[config.mk]
export PLATFORM = sky130hd
export DESIGN_NAME = brq_lsu_ctrl
export DESIGN_NICKNAME = d
export VERILOG_FILES = /design/src/rtl/brq_lsu_pkg.sv /design/src/rtl/brq_load_align.sv /design/src/rtl/brq_lsu_ctrl.sv
export SDC_FILE = /design/constraint.sdc
export NUM_CORES = 1
export LEC_CHECK = 0
export CAP_MARGIN = 20
export CORE_MARGIN = 8
export CORE_UTILIZATION = 39
export CTS_CLUSTER_SIZE = 14
export DETAILED_ROUTE_END_ITERATION = 7
export GPL_TIMING_DRIVEN = 0
export PLACE_DENSITY = 0.9
export RECOVER_POWER = 25
export SLEW_MARGIN = 20
export SYNTH_ARGS = -nofsm -noshare
export SYNTH_HDL_FRONTEND = slang
export SYNTH_SLANG_ARGS = --single-unit
[constraint.sdc]
create_clock -name brq_clk -period 1.85 [get_ports brq_clk]
set_clock_uncertainty 0.2 [all_clocks]
set_input_delay 0.37 -clock brq_clk [delete_from_list [all_inputs] [get_ports brq_clk]]
set_output_delay 0.37 -clock brq_clk [all_outputs]
set_load 0.01 [all_outputs]
[src/rtl/brq_lsu_pkg.sv]
// Shared types and encodings for the brq load/store unit controller.
// Holds the FSM state enum, RV32 funct3 codes, dmem byte-enable codes and decode helpers.
package brq_lsu_pkg;

    typedef enum logic [1:0] {
        StIdle,
        StAccess,
        StResp
    } lsu_state_e;

    localparam logic [2:0] F3_LB  = 3'b000;
    localparam logic [2:0] F3_LH  = 3'b001;
    localparam logic [2:0] F3_LW  = 3'b010;
    localparam logic [2:0] F3_LBU = 3'b100;
    localparam logic [2:0] F3_LHU = 3'b101;

    localparam logic [2:0] BE_B0  = 3'b000;
    localparam logic [2:0] BE_B1  = 3'b001;
    localparam logic [2:0] BE_B2  = 3'b010;
    localparam logic [2:0] BE_B3  = 3'b011;
    localparam logic [2:0] BE_HHI = 3'b100;
    localparam logic [2:0] BE_HLO = 3'b101;
    localparam logic [2:0] BE_W   = 3'b110;

    // Stores only accept sb/sh/sw; loads additionally accept the unsigned forms.
    function automatic logic f3_legal(input logic store, input logic [2:0] funct3);
        logic ok;
        ok = (funct3 == F3_LB) || (funct3 == F3_LH) || (funct3 == F3_LW);
        if (!store) begin
            ok = ok || (funct3 == F3_LBU) || (funct3 == F3_LHU);
        end
        return ok;
    endfunction

    // funct3[1:0] carries the access size: 00 byte, 01 half, 10 word.
    function automatic logic misaligned(input logic [1:0] size, input logic [1:0] offset);
        return ((size == 2'b01) && offset[0]) || ((size == 2'b10) && (offset != 2'b00));
    endfunction

    function automatic logic [2:0] be_encode(input logic [1:0] size, input logic [1:0] offset);
        logic [2:0] be;
        unique case (size)
            2'b00:   be = {1'b0, offset};
            2'b01:   be = offset[1] ? BE_HHI : BE_HLO;
            default: be = BE_W;
        endcase
        return be;
    endfunction

endpackage

[src/rtl/brq_load_align.sv]
// Load data alignment: picks the addressed byte/half from the read word and
// sign- or zero-extends it according to funct3.
module brq_load_align
    import brq_lsu_pkg::*;
(
    input  logic [1:0]  offset,
    input  logic [2:0]  funct3,
    input  logic [31:0] word,
    output logic [31:0] result
);

    logic [7:0]  byte_lane;
    logic [15:0] half_lane;

    always_comb begin
        byte_lane = word[7:0];
        unique case (offset)
            2'b00: byte_lane = word[7:0];
            2'b01: byte_lane = word[15:8];
            2'b10: byte_lane = word[23:16];
            2'b11: byte_lane = word[31:24];
        endcase
        half_lane = offset[1] ? word[31:16] : word[15:0];
    end

    always_comb begin
        result = word;
        unique case (funct3)
            F3_LB:   result = {{24{byte_lane[7]}}, byte_lane};
            F3_LBU:  result = {24'h0, byte_lane};
            F3_LH:   result = {{16{half_lane[15]}}, half_lane};
            F3_LHU:  result = {16'h0, half_lane};
            default: result = word;
        endcase
    end

endmodule

[src/rtl/brq_lsu_ctrl.sv]
// Load/store controller: one request at a time through IDLE -> ACCESS -> RESP,
// driving a single-cycle data memory and returning aligned, extended load data.
module brq_lsu_ctrl
    import brq_lsu_pkg::*;
#(
    parameter int unsigned DataWidth = 32,
    parameter int unsigned AddrWidth = 15
) (
    input  logic                   brq_clk,
    input  logic                   brq_rst_n,
    input  logic                   req_valid,
    output logic                   req_ready,
    input  logic                   req_store,
    input  logic [2:0]             req_funct3,
    input  logic [AddrWidth+1:0]   req_addr,
    input  logic [DataWidth-1:0]   req_wdata,
    output logic                   resp_valid,
    output logic [DataWidth-1:0]   resp_rdata,
    output logic                   resp_err,
    output logic [AddrWidth-1:0]   dmem_addr,
    output logic [DataWidth-1:0]   dmem_wdata,
    output logic [2:0]             dmem_be,
    output logic                   dmem_we,
    output logic                   dmem_re,
    input  logic [DataWidth-1:0]   dmem_rdata
);

    lsu_state_e             state_q, state_d;
    logic                   store_q;
    logic [2:0]             funct3_q;
    logic [AddrWidth+1:0]   addr_q;
    logic [DataWidth-1:0]   wdata_q;
    logic [DataWidth-1:0]   rdata_q;

    logic                   err;
    logic [31:0]            align_result;

    assign err = !f3_legal(store_q, funct3_q) || misaligned(funct3_q[1:0], addr_q[1:0]);

    brq_load_align u_load_align (
        .offset (addr_q[1:0]),
        .funct3 (funct3_q),
        .word   (32'(dmem_rdata)),
        .result (align_result)
    );

    always_ff @(posedge brq_clk or negedge brq_rst_n) begin
        if (!brq_rst_n) begin
            state_q  <= StIdle;
            store_q  <= 1'b0;
            funct3_q <= '0;
            addr_q   <= '0;
            wdata_q  <= '0;
            rdata_q  <= '0;
        end else begin
            state_q <= state_d;
            if (state_q == StIdle && req_valid) begin
                store_q  <= req_store;
                funct3_q <= req_funct3;
                addr_q   <= req_addr;
                wdata_q  <= req_wdata;
            end
            // Stores and faulting requests report zero data.
            if (state_q == StAccess) begin
                rdata_q <= (!store_q && !err) ? DataWidth'(align_result) : '0;
            end
        end
    end

    always_comb begin
        state_d    = state_q;
        req_ready  = 1'b0;
        resp_valid = 1'b0;
        resp_err   = 1'b0;
        resp_rdata = '0;
        dmem_we    = 1'b0;
        dmem_re    = 1'b0;
        unique case (state_q)
            StIdle: begin
                req_ready = 1'b1;
                if (req_valid) begin
                    state_d = StAccess;
                end
            end
            StAccess: begin
                dmem_we = store_q && !err;
                dmem_re = !store_q && !err;
                state_d = StResp;
            end
            StResp: begin
                resp_valid = 1'b1;
                resp_err   = err;
                resp_rdata = rdata_q;
                state_d    = StIdle;
            end
            default: state_d = StIdle;
        endcase
    end

    // Driven from request registers so they stay put for the whole access.
    assign dmem_addr  = addr_q[AddrWidth+1:2];
    assign dmem_wdata = wdata_q;
    assign dmem_be    = be_encode(funct3_q[1:0], addr_q[1:0]);

endmodule

After elaboration in Yosys (flattened, before gate mapping)
Index checks and enable logic that the tools add are counted.
{"block": "totals", "word_cells": 52, "register_bits": 87, "inputBits": 88}
{"block": "classes", "n_eq_ne": 12, "n_mux": 15, "n_reduce_logical": 19}
{"cell": "one-hot mux 32 bit (4 select lines)", "count": 1}
{"cell": "two-way mux 32 bit", "count": 2}
{"cell": "one-hot mux 8 bit (4 select lines)", "count": 1}
{"cell": "two-way mux 16 bit", "count": 1}
{"cell": "== test 2 bit (second input constant)", "count": 4}
{"cell": "two-way mux 1 bit", "count": 7}
{"cell": "== test 2 x 1 -> 1 bit (second input constant)", "count": 3}
{"cell": "== test 3 bit (second input constant)", "count": 2}
{"cell": "zero test 2 bit", "count": 3}
{"cell": "logical OR 1 bit", "count": 6}
{"cell": "one-hot mux 3 bit (2 select lines)", "count": 1}
{"cell": "logical AND 1 bit", "count": 5}
{"cell": "one-hot mux 2 bit (2 select lines)", "count": 1}
{"cell": "== test 3 x 1 -> 1 bit (second input constant)", "count": 1}
{"cell": "== test 3 x 2 -> 1 bit (second input constant)", "count": 1}
{"cell": "zero test 1 bit", "count": 3}
{"cell": "zero test 3 bit", "count": 1}
{"cell": "two-way mux 2 bit", "count": 1}
{"cell": "inequality test 2 bit (second input constant)", "count": 1}
{"cell": "nonzero test 2 bit", "count": 1}

Depth between registers and ports, before layout
{"block": "logic_depth", "depth_word": 11, "depth_mapped": 7, "mapped_depth_nobuf": 5}

Hierarchy
Synthesis repeated with hierarchy kept, for this count alone.
{"block": "unflattened", "hier_cells": 433, "area_unflattened_um2": 4717.0}
{"module": "brq_lsu_ctrl", "seq_area_each_um2": 2177.1, "cells_per_inst": 322, "instances": 1, "area_per_inst_um2": 4048.9}
{"module": "brq_load_align", "seq_area_each_um2": 0.0, "cells_per_inst": 111, "instances": 1, "area_per_inst_um2": 668.1}

Least setup slack after synthesis
Ideal clock, no wire load.
{"block": "synth_timing", "path_kind": "reg-to-output", "from": "register addr_q[0]", "to": "output port dmem_re", "n_path_buf": 2, "t_arrival_ns": 1.359, "slack_ns": -0.079, "required_ns": 1.280, "stages_incl_launch_ff": 6, "path_cell_list": "dfrtp_1 -> buf_2 -> o31a_1 -> or4_4 -> buf_6 -> clkinv_8"}
{"block": "synth_between", "elab_chain_len": 7, "elab_cells_between_ends": 8}
{"element": "from (decl)", "line_no": "brq_lsu_ctrl.sv:31", "source": "logic [AddrWidth+1:0] addr_q;"}
{"element": "from (signal assigned)", "line_no": "brq_lsu_ctrl.sv:60", "source": "addr_q <= req_addr;"}
{"element": "nonzero test 2 bit", "line_no": "brq_lsu_pkg.sv:37", "source": "return ((size == 2'b01) && offset[0]) || ((size == 2'b10) && (offset != 2'b00));"}
{"element": "logical AND 1 bit", "line_no": "brq_lsu_pkg.sv:37"}
{"element": "logical OR 1 bit (*)", "line_no": "brq_lsu_pkg.sv:37"}
{"element": "logical OR 1 bit (*)", "line_no": "brq_lsu_ctrl.sv:38", "source": "assign err = !f3_legal(store_q, funct3_q) || misaligned(funct3_q[1:0], addr_q[1:0]);"}
{"element": "zero test 1 bit (*)", "line_no": "brq_lsu_ctrl.sv:87", "source": "dmem_re = !store_q && !err;"}
{"element": "logical AND 1 bit (*)", "line_no": "brq_lsu_ctrl.sv:87"}
{"element": "two-way mux 1 bit (*)", "line_no": "brq_lsu_ctrl.sv:78", "source": "unique case (state_q)"}
{"element": "to (decl)", "line_no": "brq_lsu_ctrl.sv:24", "source": "output logic dmem_re,"}
Every way passes the cells marked *; elsewhere a longest branch is shown, timed or not.

Final worst setup path
{"block": "layout_timing", "from": "register funct3_q[2]", "to": "output port dmem_re"}
{"block": "layout_between", "elab_chain_len": 11, "elab_cells_between_ends": 15}
{"element": "from (decl)", "line_no": "brq_lsu_ctrl.sv:30", "source": "logic [2:0] funct3_q;"}
{"element": "from (signal assigned)", "line_no": "brq_lsu_ctrl.sv:59", "source": "funct3_q <= req_funct3;"}
{"element": "== test 3 x 1 -> 1 bit or zero test 3 bit (tied branches)", "line_no": "brq_lsu_pkg.sv:28", "source": "ok = (funct3 == F3_LB) || (funct3 == F3_LH) || (funct3 == F3_LW);"}
{"element": "logical OR 1 bit (2 in series)", "line_no": "brq_lsu_pkg.sv:28"}
{"element": "logical OR 1 bit (2 in series)", "line_no": "brq_lsu_pkg.sv:30", "source": "ok = ok || (funct3 == F3_LBU) || (funct3 == F3_LHU);"}
{"element": "two-way mux 1 bit (*)", "line_no": "brq_lsu_pkg.sv:29", "source": "if (!store) begin"}
{"element": "zero test 1 bit (*)", "line_no": "brq_lsu_ctrl.sv:38"}
{"element": "logical OR 1 bit (*)", "line_no": "brq_lsu_ctrl.sv:38"}
{"element": "zero test 1 bit (*)", "line_no": "brq_lsu_ctrl.sv:87"}
{"element": "logical AND 1 bit (*)", "line_no": "brq_lsu_ctrl.sv:87"}
{"element": "two-way mux 1 bit (*)", "line_no": "brq_lsu_ctrl.sv:78"}
Marks and branches as above.

==> flow_summary.toml <==
[worst_hold_path]
hp-class = "reg2reg"
min_from = "rdata_q[0]"

[setup_path]
reg2reg_from = "state_q[1]"
cp-end-kind = "primary output"
start_kind = "flop"
cp.arrival_ns = 1.83
crit_start = "funct3_q[2]"
critPathKind = "reg2out"
cp_max_fo = 5
cp_data_required_time_ns = 1.28

[logic_synthesis]
synth_warnings = 0
async_flop_share = 1.000
synth_seq_area_share = 0.5298
synth-simple-area-share = 0.1166
synthFlopType = "dfrtp_1"
muxShareOfSynthArea = 0.1586
synthDistinctLibCells = 42
synth_nets = 426
avgSynthCellArea_sq_um = 12.16
syn_area_sq_um = 4109
synth-adder-area-share = 0
synth_seq_cells = 87
yosys.area_share.xor_xnor = 0
synth_edf_count = 0
synth_compound_area_frac = 0.1276
synth_top_family_by_area = "multiplexers"
netlist_instances = 338

[clock_network]
cts_buffers = 9
clkSinkCount = 87
htree_levels = 3
clock-root-buffer = "clkbuf_8"
path_clk_slew_ns = 0.09
cts_tree = "done"
clk_latency_ns = 0.36
clk_path_buf_depth = 2

[timing]
slew_viol_final = 0
hold_ws_ns = 0.2989
min_period_over_period = 1.298
finalWorstSetupSlack_ns = -0.5521
setup_viol = 70
fmax_mhz = 416.3
max_slew_margin = 0.4521
rsz0062_at_grt = "yes"
timing.final.hold_violations = 0
tightest_slew_ns = 0.8219
fin_crit_ns = 2.402

[power_and_ir_drop]
cellPowerDensity_nw_per_um2 = 1020
switchingPower_mw = 2.266
fin_total_pwr_mw = 7.036
p_leak_nw = 3.198
p_comb_frac = 0.421
p_int_mw = 4.771
seqPwrFrac = 0.387
p_clk_frac = 0.192
swShare = 0.3220
vdd_drop_max_mv = 0.5471

[route]
ant_nets = 0
drt-vias-per-instance = 5.388
vias = 3777
wl_um = 14950
avgRoutedWirePerCell_um = 21.33
drt-pass1-iter-count = 7
drc = 0
drt_iter0_markers = 215

[cells_and_area]
drive_gt1_frac = 0.4283
post-route-util = 0.6713
nFillCells = 761
area_delta_synth_final_pct = 67.91
layout_common_cells = "clkdlybuf4s50_1 (87), dfrtp_1 (86), buf_6 (55)"
final_common_cell = "clkdlybuf4s50_1"
fin_nets = 649
regArea_sq_um = 2178
multiInputGateArea_sq_um = 1836
n_antenna_cell = 0

[floorplan]
initial_core_util = 0.3998
coreArea_sq_um = 10280
row_count = 37
die-height_um = 118.6
ios = 175
die_w_um = 118.6
dieArea_sq_um = 14080

[global_routing]
use_met2 = 0.3324
gr-total-overflow = 0
antenna_found_initial = 0
grt_pass1_wl_um = 22290
use_met1 = 0.2162
grt_pass1_vias = 4187
grt_use_total = 0.1990
use_met3 = 0.08615
grt_max_degree = 58
busiest_layer = "met2"

[placed_design]
dp_hpwl_um = 10060
numPortBuffers = 174
place_ws_ns = -0.7923
gp_congestion = 0.8458

[outcome]
violations = "setup timing"
status = "finished, violations left"

[flow_run]
cap_violations = 0
-- final cells by class --
class                      instances  share of cell area
tap                              136             0.02466
sequential                        87              0.3157
buffer                            36             0.05042
clock buffer                      11             0.02194
multi-input combinational        207              0.2660
inverter                           5            0.005985
clock inverter                     4            0.006529
timing repair buffer             215              0.3087
-- logic make-up (layout without fill, tap and decap cells) --
group	count (synthesis)	after routing
AOI/OAI and AO/OA	67	67
buffers and inverters	44	271
DFF	87	87
muxes	57	57
and+or+nand+nor	83	83
-- final timing paths --
| path | endpoint | slack (ns) | cells past startpoint |
|---|---|---|---|
| worst max-delay path | dmem_re | -0.55 | 4 |
| worst min-delay path | rdata_q[0] | 0.30 | 2 |
| worst max register to register | rdata_q[27] | -0.30 | 6 |
| worst min register to register | rdata_q[0] | 0.30 | 2 |
| max in group asynchronous | dmem_wdata[31] | 0.24 | 3 |
| min in group asynchronous | rdata_q[19] | 0.44 | 2 |
-- per-layer routing --
| layer | vias up | part of all wire |
|---|---|---|
| li1 | 1650 | - |
| met1 | 1837 | 0.36 |
| met2 | 251 | 0.49 |
| met3 | 39 | 0.12 |
| met4 | 0 | 0.028 |
| met5 | - | 0 |
-- sequential cells by signal (all words and copies together) (netlist names) --
register	flops
store_q	1
dmem_wdata	32
state_q	2
rdata_q	32
funct3_q	3
addr_q	17
-- per-stage QoR --
step | setup TNS [ns] | instance area, sq um | cells
after global placement | -288.45 | 6035 | 648
after floorplan | -0.6950 | 4123 | 338
after detailed placement | -46.13 | 6060 | 649
final | -15.25 | 6899 | 701
after global routing | -21.32 | 6899 | 701
after CTS | -14.88 | 6703 | 697
-- critical path, cell delays in order, from the launching register on --
cell and delay [ns]:
dfrtp_1 0.45, o31a_1 0.32, or4_4 0.54, clkinv_8 0.07
buf_6 0.09
-- power groups by stage --
| stage | clock network [mW] | registers [mW] | logic (mW) |
|---|---|---|---|
| after detailed placement | 0 | 2.73 | 2.55 |
| final | 1.35 | 2.72 | 2.97 |
| after CTS | 1.37 | 2.70 | 2.81 |
| after floorplan | 0 | 2.73 | 1.24 |
| after global placement | 0 | 2.69 | 2.46 |
| after global routing | 1.44 | 2.78 | 3.16 |
-- Yosys cell counts, types with 5 or more instances --
master | instances | area (sq um)
dfrtp_1 | 87 | 2177
mux2_2 | 55 | 619.3
and2_1 | 34 | 212.7
nand2_1 | 18 | 67.56
a221o_1 | 16 | 160.2
buf_4 | 15 | 112.6
o21ai_0 | 13 | 65.06
buf_2 | 10 | 50.05
clkbuf_1 | 9 | 33.78
nor2_1 | 8 | 30.03
a222oi_1 | 7 | 70.07
a21oi_1 | 5 | 25.02
nor2b_1 | 5 | 31.28
-- repair_timing --
item                       4_1_cts  5_1_grt
setup endpoints to repair      131      131
setup buffers                   31       10
hold endpoints to repair        30        0
pin swaps                       24       18
gates cloned                     3        0
resized for setup              316       61
hold buffers                     1        0
Note: power is estimated with default switching activity, not from simulation.
